[src/rtl/joypad_pkg.sv]
// Shared button indices and scan FSM encoding for the NES joypad bridge.
package joypad_pkg;

    localparam int unsigned NUM_BTNS  = 8;
    localparam int unsigned BIT_IDX_W = 3;

    localparam int unsigned BTN_A      = 0;
    localparam int unsigned BTN_B      = 1;
    localparam int unsigned BTN_SELECT = 2;
    localparam int unsigned BTN_START  = 3;
    localparam int unsigned BTN_UP     = 4;
    localparam int unsigned BTN_DOWN   = 5;
    localparam int unsigned BTN_LEFT   = 6;
    localparam int unsigned BTN_RIGHT  = 7;

    typedef enum logic [2:0] {
        IDLE,
        LATCH,
        SAMPLE,
        CLK_HI,
        CLK_LO,
        DONE
    } scan_state_e;

endpackage

[src/rtl/joypad_shift_emu.sv]
// Emulates one NES pad's parallel-in/serial-out register toward the CPU joypad port.
module joypad_shift_emu
    import joypad_pkg::*;
(
    input  logic                clk_i,
    input  logic                rst_i,
    input  logic                latch_i,
    input  logic                jp_clk_i,
    input  logic [NUM_BTNS-1:0] btns_i,
    output logic                data_o
);

    // Holds the serial line levels directly (active-low), so data_o is a flop output.
    logic [NUM_BTNS-1:0] line_q, line_d;
    logic                clk_q;

    always_comb begin
        line_d = line_q;
        if (latch_i) begin
            line_d = ~btns_i;
        end else if (jp_clk_i && !clk_q) begin
            line_d = {1'b0, line_q[NUM_BTNS-1:1]};
        end
    end

    always_ff @(posedge clk_i) begin
        if (rst_i) begin
            line_q <= '1;
            clk_q  <= 1'b0;
        end else begin
            line_q <= line_d;
            clk_q  <= jp_clk_i;
        end
    end

    assign data_o = line_q[BTN_A];

endmodule

[src/rtl/joypad_bridge.sv]
// Polls two physical NES pads at a fixed rate and replays the captured state to the CPU port.
module joypad_bridge
    import joypad_pkg::*;
#(
    parameter int unsigned POLL_CYC  = 1_666_667,
    parameter int unsigned LATCH_CYC = 1200,
    parameter int unsigned HALF_CYC  = 600
) (
    input  logic                clk_in,
    input  logic                rst_in,
    input  logic                pad_data1_in,
    input  logic                pad_data2_in,
    output logic                pad_clk_out,
    output logic                pad_latch_out,
    input  logic                jp_clk_in,
    input  logic                jp_latch_in,
    output logic                jp_data1_out,
    output logic                jp_data2_out,
    output logic [NUM_BTNS-1:0] btns1_out,
    output logic [NUM_BTNS-1:0] btns2_out,
    output logic                poll_done_out
);

    localparam int unsigned POLL_W  = (POLL_CYC > 1) ? $clog2(POLL_CYC) : 1;
    localparam int unsigned DLY_MAX = (LATCH_CYC > HALF_CYC) ? LATCH_CYC : HALF_CYC;
    localparam int unsigned DLY_W   = $clog2(DLY_MAX + 1);

    scan_state_e          state_q, state_d;
    logic [POLL_W-1:0]    timer_q, timer_d;
    logic [DLY_W-1:0]     dly_q, dly_d;
    logic [BIT_IDX_W-1:0] idx_q, idx_d;
    logic [NUM_BTNS-1:0]  cap1_q, cap1_d, cap2_q, cap2_d;
    logic [NUM_BTNS-1:0]  btns1_q, btns1_d, btns2_q, btns2_d;
    logic                 latch_q, latch_d, pclk_q, pclk_d, done_q, done_d;
    logic [1:0]           sync1_q, sync2_q;
    logic                 tick_c;

    assign tick_c  = (timer_q == POLL_W'(POLL_CYC - 1));
    assign timer_d = tick_c ? '0 : timer_q + POLL_W'(1);

    // Scan sequencer: one shared delay counter times latch, clock-high and clock-low phases.
    always_comb begin
        state_d = state_q;
        dly_d   = dly_q;
        idx_d   = idx_q;
        cap1_d  = cap1_q;
        cap2_d  = cap2_q;
        btns1_d = btns1_q;
        btns2_d = btns2_q;
        done_d  = 1'b0;

        case (state_q)
            IDLE: begin
                if (tick_c) begin
                    state_d = LATCH;
                    dly_d   = '0;
                end
            end
            LATCH: begin
                if (dly_q == DLY_W'(LATCH_CYC - 1)) begin
                    state_d = SAMPLE;
                    dly_d   = '0;
                end else begin
                    dly_d = dly_q + DLY_W'(1);
                end
            end
            SAMPLE: begin
                cap1_d[0] = ~sync1_q[1];
                cap2_d[0] = ~sync2_q[1];
                idx_d     = BIT_IDX_W'(1);
                state_d   = CLK_HI;
                dly_d     = '0;
            end
            CLK_HI: begin
                if (dly_q == DLY_W'(HALF_CYC - 1)) begin
                    state_d = CLK_LO;
                    dly_d   = '0;
                end else begin
                    dly_d = dly_q + DLY_W'(1);
                end
            end
            CLK_LO: begin
                if (dly_q == DLY_W'(HALF_CYC - 1)) begin
                    cap1_d[idx_q] = ~sync1_q[1];
                    cap2_d[idx_q] = ~sync2_q[1];
                    dly_d         = '0;
                    if (idx_q == BIT_IDX_W'(NUM_BTNS - 1)) begin
                        state_d = DONE;
                    end else begin
                        idx_d   = idx_q + BIT_IDX_W'(1);
                        state_d = CLK_HI;
                    end
                end else begin
                    dly_d = dly_q + DLY_W'(1);
                end
            end
            DONE: begin
                btns1_d = cap1_q;
                btns2_d = cap2_q;
                done_d  = 1'b1;
                state_d = IDLE;
            end
            default: begin
                state_d = IDLE;
            end
        endcase
    end

    // Pad pins follow the next state so they are glitch-free flop outputs.
    assign latch_d = (state_d == LATCH);
    assign pclk_d  = (state_d == CLK_HI);

    always_ff @(posedge clk_in) begin
        if (rst_in) begin
            state_q <= IDLE;
            timer_q <= '0;
            dly_q   <= '0;
            idx_q   <= '0;
            cap1_q  <= '0;
            cap2_q  <= '0;
            btns1_q <= '0;
            btns2_q <= '0;
            latch_q <= 1'b0;
            pclk_q  <= 1'b0;
            done_q  <= 1'b0;
            sync1_q <= 2'b11;
            sync2_q <= 2'b11;
        end else begin
            state_q <= state_d;
            timer_q <= timer_d;
            dly_q   <= dly_d;
            idx_q   <= idx_d;
            cap1_q  <= cap1_d;
            cap2_q  <= cap2_d;
            btns1_q <= btns1_d;
            btns2_q <= btns2_d;
            latch_q <= latch_d;
            pclk_q  <= pclk_d;
            done_q  <= done_d;
            sync1_q <= {sync1_q[0], pad_data1_in};
            sync2_q <= {sync2_q[0], pad_data2_in};
        end
    end

    assign pad_latch_out = latch_q;
    assign pad_clk_out   = pclk_q;
    assign btns1_out     = btns1_q;
    assign btns2_out     = btns2_q;
    assign poll_done_out = done_q;

    joypad_shift_emu u_emu1 (
        .clk_i    (clk_in),
        .rst_i    (rst_in),
        .latch_i  (jp_latch_in),
        .jp_clk_i (jp_clk_in),
        .btns_i   (btns1_q),
        .data_o   (jp_data1_out)
    );

    joypad_shift_emu u_emu2 (
        .clk_i    (clk_in),
        .rst_i    (rst_in),
        .latch_i  (jp_latch_in),
        .jp_clk_i (jp_clk_in),
        .btns_i   (btns2_q),
        .data_o   (jp_data2_out)
    );

endmodule
[config.mk]
export PLATFORM = sky130hd
export DESIGN_NAME = joypad_bridge
export DESIGN_NICKNAME = d
export VERILOG_FILES = /design/src/rtl/joypad_pkg.sv /design/src/rtl/joypad_shift_emu.sv /design/src/rtl/joypad_bridge.sv
export SDC_FILE = /design/constraint.sdc
export NUM_CORES = 1
export LEC_CHECK = 0
export ABC_AREA = 0
export CAP_MARGIN = 5
export CELL_PAD_IN_SITES_DETAIL_PLACEMENT = 1
export CELL_PAD_IN_SITES_GLOBAL_PLACEMENT = 1
export CORE_MARGIN = 5
export CORE_UTILIZATION = 34
export CTS_BUF_LIST = sky130_fd_sc_hd__clkbuf_8
export DETAILED_ROUTE_END_ITERATION = 8
export GPL_ROUTABILITY_DRIVEN = 0
export PLACE_DENSITY = 0.73
export SLEW_MARGIN = 30
export SYNTH_ARGS = -nofsm -noshare
export SYNTH_HDL_FRONTEND = slang
export SYNTH_SLANG_ARGS = --single-unit
export TNS_END_PERCENT = 5
[constraint.sdc]
create_clock -name clk_in -period 2.16 [get_ports clk_in]
set_input_delay 0.324 -clock clk_in [delete_from_list [all_inputs] [get_ports clk_in]]
set_output_delay 0.324 -clock clk_in [all_outputs]
set_load 0.1 [all_outputs]
Word-level counts from Yosys, hierarchy flattened. Index checks and enable logic that the tools add are counted.

Memory bits (read-only): 0. Memories kept: 0. Register bits: 94. Latch bits: 0. Bits in writable memories: 0. Output and inout port bits: 21.

Reduce and logical (&&, ||, !) cells: 13. Add/sub/neg operators: 3. Order comparisons: 2. Divide/modulo/power cells: 0. Eq/ne operators: 14. Shifts and indexed selects: 0. Bitwise operators: 4. Muxes and demuxes: 26. Multipliers: 0.

Operators with widths (number): 11-bit one-hot mux with 4 select lines (1); 11-bit two-way mux (3); 8-bit two-way mux (4); 21-bit by 1-bit adder with 21-bit output, second input constant (1); 21-bit equality test, second input constant (1); 3-bit two-way mux (7); 8-bit bitwise mux (2); 8-bit inverter (2); 3-bit one-hot mux with 5 select lines (1); 11-bit by 1-bit adder with 11-bit output, second input constant (1); 11-bit by 10-bit equality test with 1-bit output, second input constant (1); 11-bit equality test, second input constant (1); 3-bit by 2-bit equality test with 1-bit output, second input constant (3); 3-bit equality test, second input constant (3); 3-bit by 1-bit equality test with 1-bit output, second input constant (2); 2-bit != test, second input constant (3); 3-bit one-hot mux with 2 select lines (1); 2-bit AND reduction (3); 3-bit by 4-bit < comparator with 1-bit output, second input constant (1); 1-bit two-way mux (4); 1-bit one-hot mux with 2 select lines (2); 2-bit nonzero test (2); 4-bit nonzero test (1); 2-bit OR reduction (2); other kinds (8) (10).

Logic depth before layout (Yosys ltp).
Word-level depth: 7. Depth in mapped cells: 8.

Modules after synthesis. Synthesis repeated with hierarchy kept, for this count alone.

Cells, all modules: 504. Area, all modules: 4479.3 µm².

By module, submodules not included: joypad_bridge (times used 1, cells each 412, area an instance 3498.4 µm²); joypad_shift_emu (times used 2, cells each 46, area an instance 490.5 µm²).

Worst setup path before layout. OpenSTA, ideal clock, no wires.

Path type: register -> register. Start: register dly_q[5]. End: register cap1_q[1]. Arrival: 2102 ps. Cell stages (with the launch flop): 6. Clock period less this slack: 2224 ps. Setup slack: -64 ps. Path buffers: 0. Data required time: 2039 ps. Cell sequence: dfxtp_1 or4b_1 or4_4 nand2b_4 or3_4 mux2_4.

Cells in the longest elaborated chain, start to end: 2.

RTL lines: start: declaration (RTL line joypad_bridge.sv:30) `logic [DLY_W-1:0] dly_q, dly_d;`; start signal: assignment (RTL line joypad_bridge.sv:131) `dly_q <= dly_d;`; 11-bit by 10-bit equality test with 1-bit output (RTL line joypad_bridge.sv:83) `if (dly_q == DLY_W'(HALF_CYC - 1)) begin`; 2-bit AND reduction (no line); end signal: assignment (RTL line joypad_bridge.sv:133) `cap1_q <= cap1_d;`; end: declaration (RTL line joypad_bridge.sv:32) `logic [NUM_BTNS-1:0] cap1_q, cap1_d, cap2_q, cap2_d;`.

Every way passes these cells. A chain may end at the register's enable or synchronous reset.

Final worst setup path.
Start: register dly_q[5]. End: register idx_q[2].

Cells in the longest elaborated chain, start to end: 3.

RTL lines: 11-bit by 10-bit equality test with 1-bit output (RTL line joypad_bridge.sv:83); 2-bit != test (no line); 3-bit AND reduction (no line); end signal: assignment (RTL line joypad_bridge.sv:132) `idx_q <= idx_d;`; end: declaration (RTL line joypad_bridge.sv:31) `logic [BIT_IDX_W-1:0] idx_q, idx_d;`.

Every way passes these cells.

==> flow_summary.toml <==
[min_path]
worstHoldStart = "sync1_q[0]$_SDFF_PP1_"
hp-class = "register to register"

[routing]
vias_per_cell = 5.11
drtIter0Drc = 124
wl_per_cell_um = 14.6
drc = 0
firstDrtPassIters = 4
ant_nets = 0
vias = 3469
wirelength_mm = 9.93

[grt]
grt_pass1_vias = 3674
grt_usage_pct = 14.3
grt_busiest_layer = "met2"
antenna_found_initial = 0
met2_usage_pct = 26.2
use_met3_pct = 3.27
grt_max_degree = 42
grtUsageMet1_pct = 16.7
grt_pass1_wl_mm = 17.3
grt_overflow = 0

[timing]
setup_viol = 6
slew_headroom_pct = 53.6
drv_slew = 0
grt_setup_unrepaired = "true"
max_freq_ghz = 0.445
fin_ws_ns = -0.0869
hold_violations = 0
tns_ns = -0.296
tightest_slew_ns = 0.697
finClkSkew_ns = 0.00707
post-route-period-util_pct = 104
finalCriticalPeriod_ns = 2.25

[clocking]
clk_pin_slew_ns = 0.09
cts_buffers = 9
cts_tree = "built"
clock-sinks = 94
htreeDepth = 3
cts_buffer_depth = 2
cts_root_buffer = "clkbuf_8"
worstSkewPairLatency_ns = 0.36
cts_setup_buffers = 0

[setup_path]
crit_buf_inv = 1
crit_start = "dly_q[5]$_SDFFE_PP0P_"
cp-end-kind = "register"
cp_data_required_time_ns = 2.38
crit_type = "register to register"
crit_fanout = 5
cp_data_arrival_time_ns = 2.47
start_kind = "register"
ff2ff_setup_slack_ns = -0.09
path_cells = "or4b_1, or4_4, buf_6, o41ai_4, mux2i_1, nor2_1"
critPathMaxStageDelay_ns = 0.52
crit_slowest_cell = "or4b_1"
regToRegStartpoint = "dly_q[5]$_SDFFE_PP0P_"
crit_family = "simple AND/OR/NAND/NOR gates"

[floorplan]
initial_core_util_pct = 34.6
dieArea_um2 = 14500
core_area_um2 = 12000
rows = 40
die_h_um = 121
die_width_um = 121
ioPinCount = 27

[yosys]
syn-instance-count = 468
yosysUniqueCellTypes = 50
synthFlopType = "dfxtp_1"
yosysMostFrequentCell = "dfxtp_1"
ys_ff_latch = 94
synth-edff-count = 0
syn_nets = 479
synth_warnings = 0
syn_area_um2 = 4160
synth_top_area_share_pct = 45.3
synth_area_leaders = "dfxtp_1, a21oi_1, nor2_1, a211oi_1, nand2_1"
ys_seq_area_share_pct = 45.3
async_reset_ff_share_pct = 0
synth_top_cell_by_area = "dfxtp_1"
avgSynthCellArea_um2 = 8.88
synth_commonest_cells = "dfxtp_1, nor2_1, nand2_1, a21oi_1"

[power]
vdd.ir_drop.worst_uv = 385
p_leak_nw = 1.89
p_per_area_nw_per_um2 = 622

[cells_and_area]
regArea_um2 = 1880
fill_cells = 1439
final_core_util_pct = 41.7
drive_gt1_share_pct = 23.3
n_antenna_cell = 0
layout.nets = 538
multi_input_area_um2 = 2200
syn_to_final_growth_pct = 20.5

[run_status]
status = "complete, but fails checks"
violations = "negative setup slack"

[place]
dp_hpwl_mm = 7.30
io_buffers = 26

[run]
cap_violations = 0
[logic make-up after synthesis]
kind of cell,share of synthesized area (%)
AOI/OAI and AO/OA,13.2
adders and majority gates,1.51
muxes,2.95
DFF,45.3
buffers and inverters,3.25
and+or+nand+nor,29.2
xor gates and xnor gates,4.64
[timing repair]
action | CTS | global route
setup endpoints to repair | 12 | 19
pin swaps | 0 | 3
gates resized for setup | 3 | 9
gates cloned | 0 | 0
hold buffers | 0 | 0
[state kept, by name, summed over array words and instances (netlist names)]
name           flops
u_emu1.line_q      8
pad_latch_out      1
poll_done_out      1
u_emu2.line_q      8
btns2_out          8
state_q            3
u_emu1.clk_q       1
pad_clk_out        1
timer_q           21
cap1_q             8
btns1_out          8
sync1_q            2
dly_q             11
idx_q              3
cap2_q             8
sync2_q            2
[placed cells by master (no fill, tap or decap), drive strengths merged, types with 5 or more instances in the layout]
| master | instances |
|---|---|
| dfxtp | 94 |
| buf | 64 |
| nor2 | 50 |
| nand2 | 46 |
| a21oi | 41 |
| a211oi | 24 |
| or2 | 24 |
| and2 | 19 |
| nand3 | 16 |
| xor2 | 13 |
| inv | 11 |
| nor2b | 11 |
| clkbuf | 10 |
| nand4 | 9 |
| xnor2 | 9 |
| nor4 | 8 |
| mux2i | 7 |
| and3 | 6 |
| or4 | 6 |
| ha | 5 |
| o21ai | 5 |
| nand2b | 5 |
[area by class of cell]
cell class	count	area share [%]
clock inverters	6	0.774
well taps	147	3.67
clock buffers	10	2.75
multi-input cells	346	44.0
repair buffers	68	10.7
flip-flops and latches	94	37.6
inverters	8	0.599
[power breakdown]
part / switching [W] / internal (W)
sequential: 0.0000236 / 0.00176
clock: 0.000612 / 0.000449
combinational: 0.000155 / 0.000112
total: 0.000791 / 0.00232
[worst register-to-register path, stage by stage, from the launching register on]
cell and delay (ns):
dfxtp_2 0.33, or4b_1 0.52, or4_4 0.45, buf_6 0.14, o41ai_4 0.36, mux2i_1 0.27
nor2_1 0.06
[final timing paths]
path,endpoint,cells after the start
max,idx_q[2]$_SDFFE_PP0P_,6
min,sync1_q[1]$_SDFF_PP1_,1
max reg2reg,idx_q[2]$_SDFFE_PP0P_,6
min reg2reg,sync1_q[1]$_SDFF_PP1_,1
[per-layer routing]
metal  share of wire, %  vias to the layer above
li1                   -                     1749
met1                 44                     1675
met2                 52                       36
met3                3.0                        9
met4                1.1                        0
met5                  0                        -
[metrics by stage]
stage | std cells | instance area, um2 | worst slack [ns] | total power [W] | hold WS [ns]
2_1_floorplan | 468 | 4160 | -0.0637 | 0.00201 | 0.389
6_report | 679 | 5010 | -0.0869 | 0.00311 | 0.418
3_5_place_dp | 663 | 4770 | -0.104 | 0.00210 | 0.400
3_3_place_gp | 663 | 4770 | -0.0399 | 0.00208 | 0.393
5_1_grt | 679 | 5010 | -0.188 | 0.00327 | 0.429
4_1_cts | 679 | 4960 | -0.115 | 0.00316 | 0.421
(Power assumes the default switching activity.)
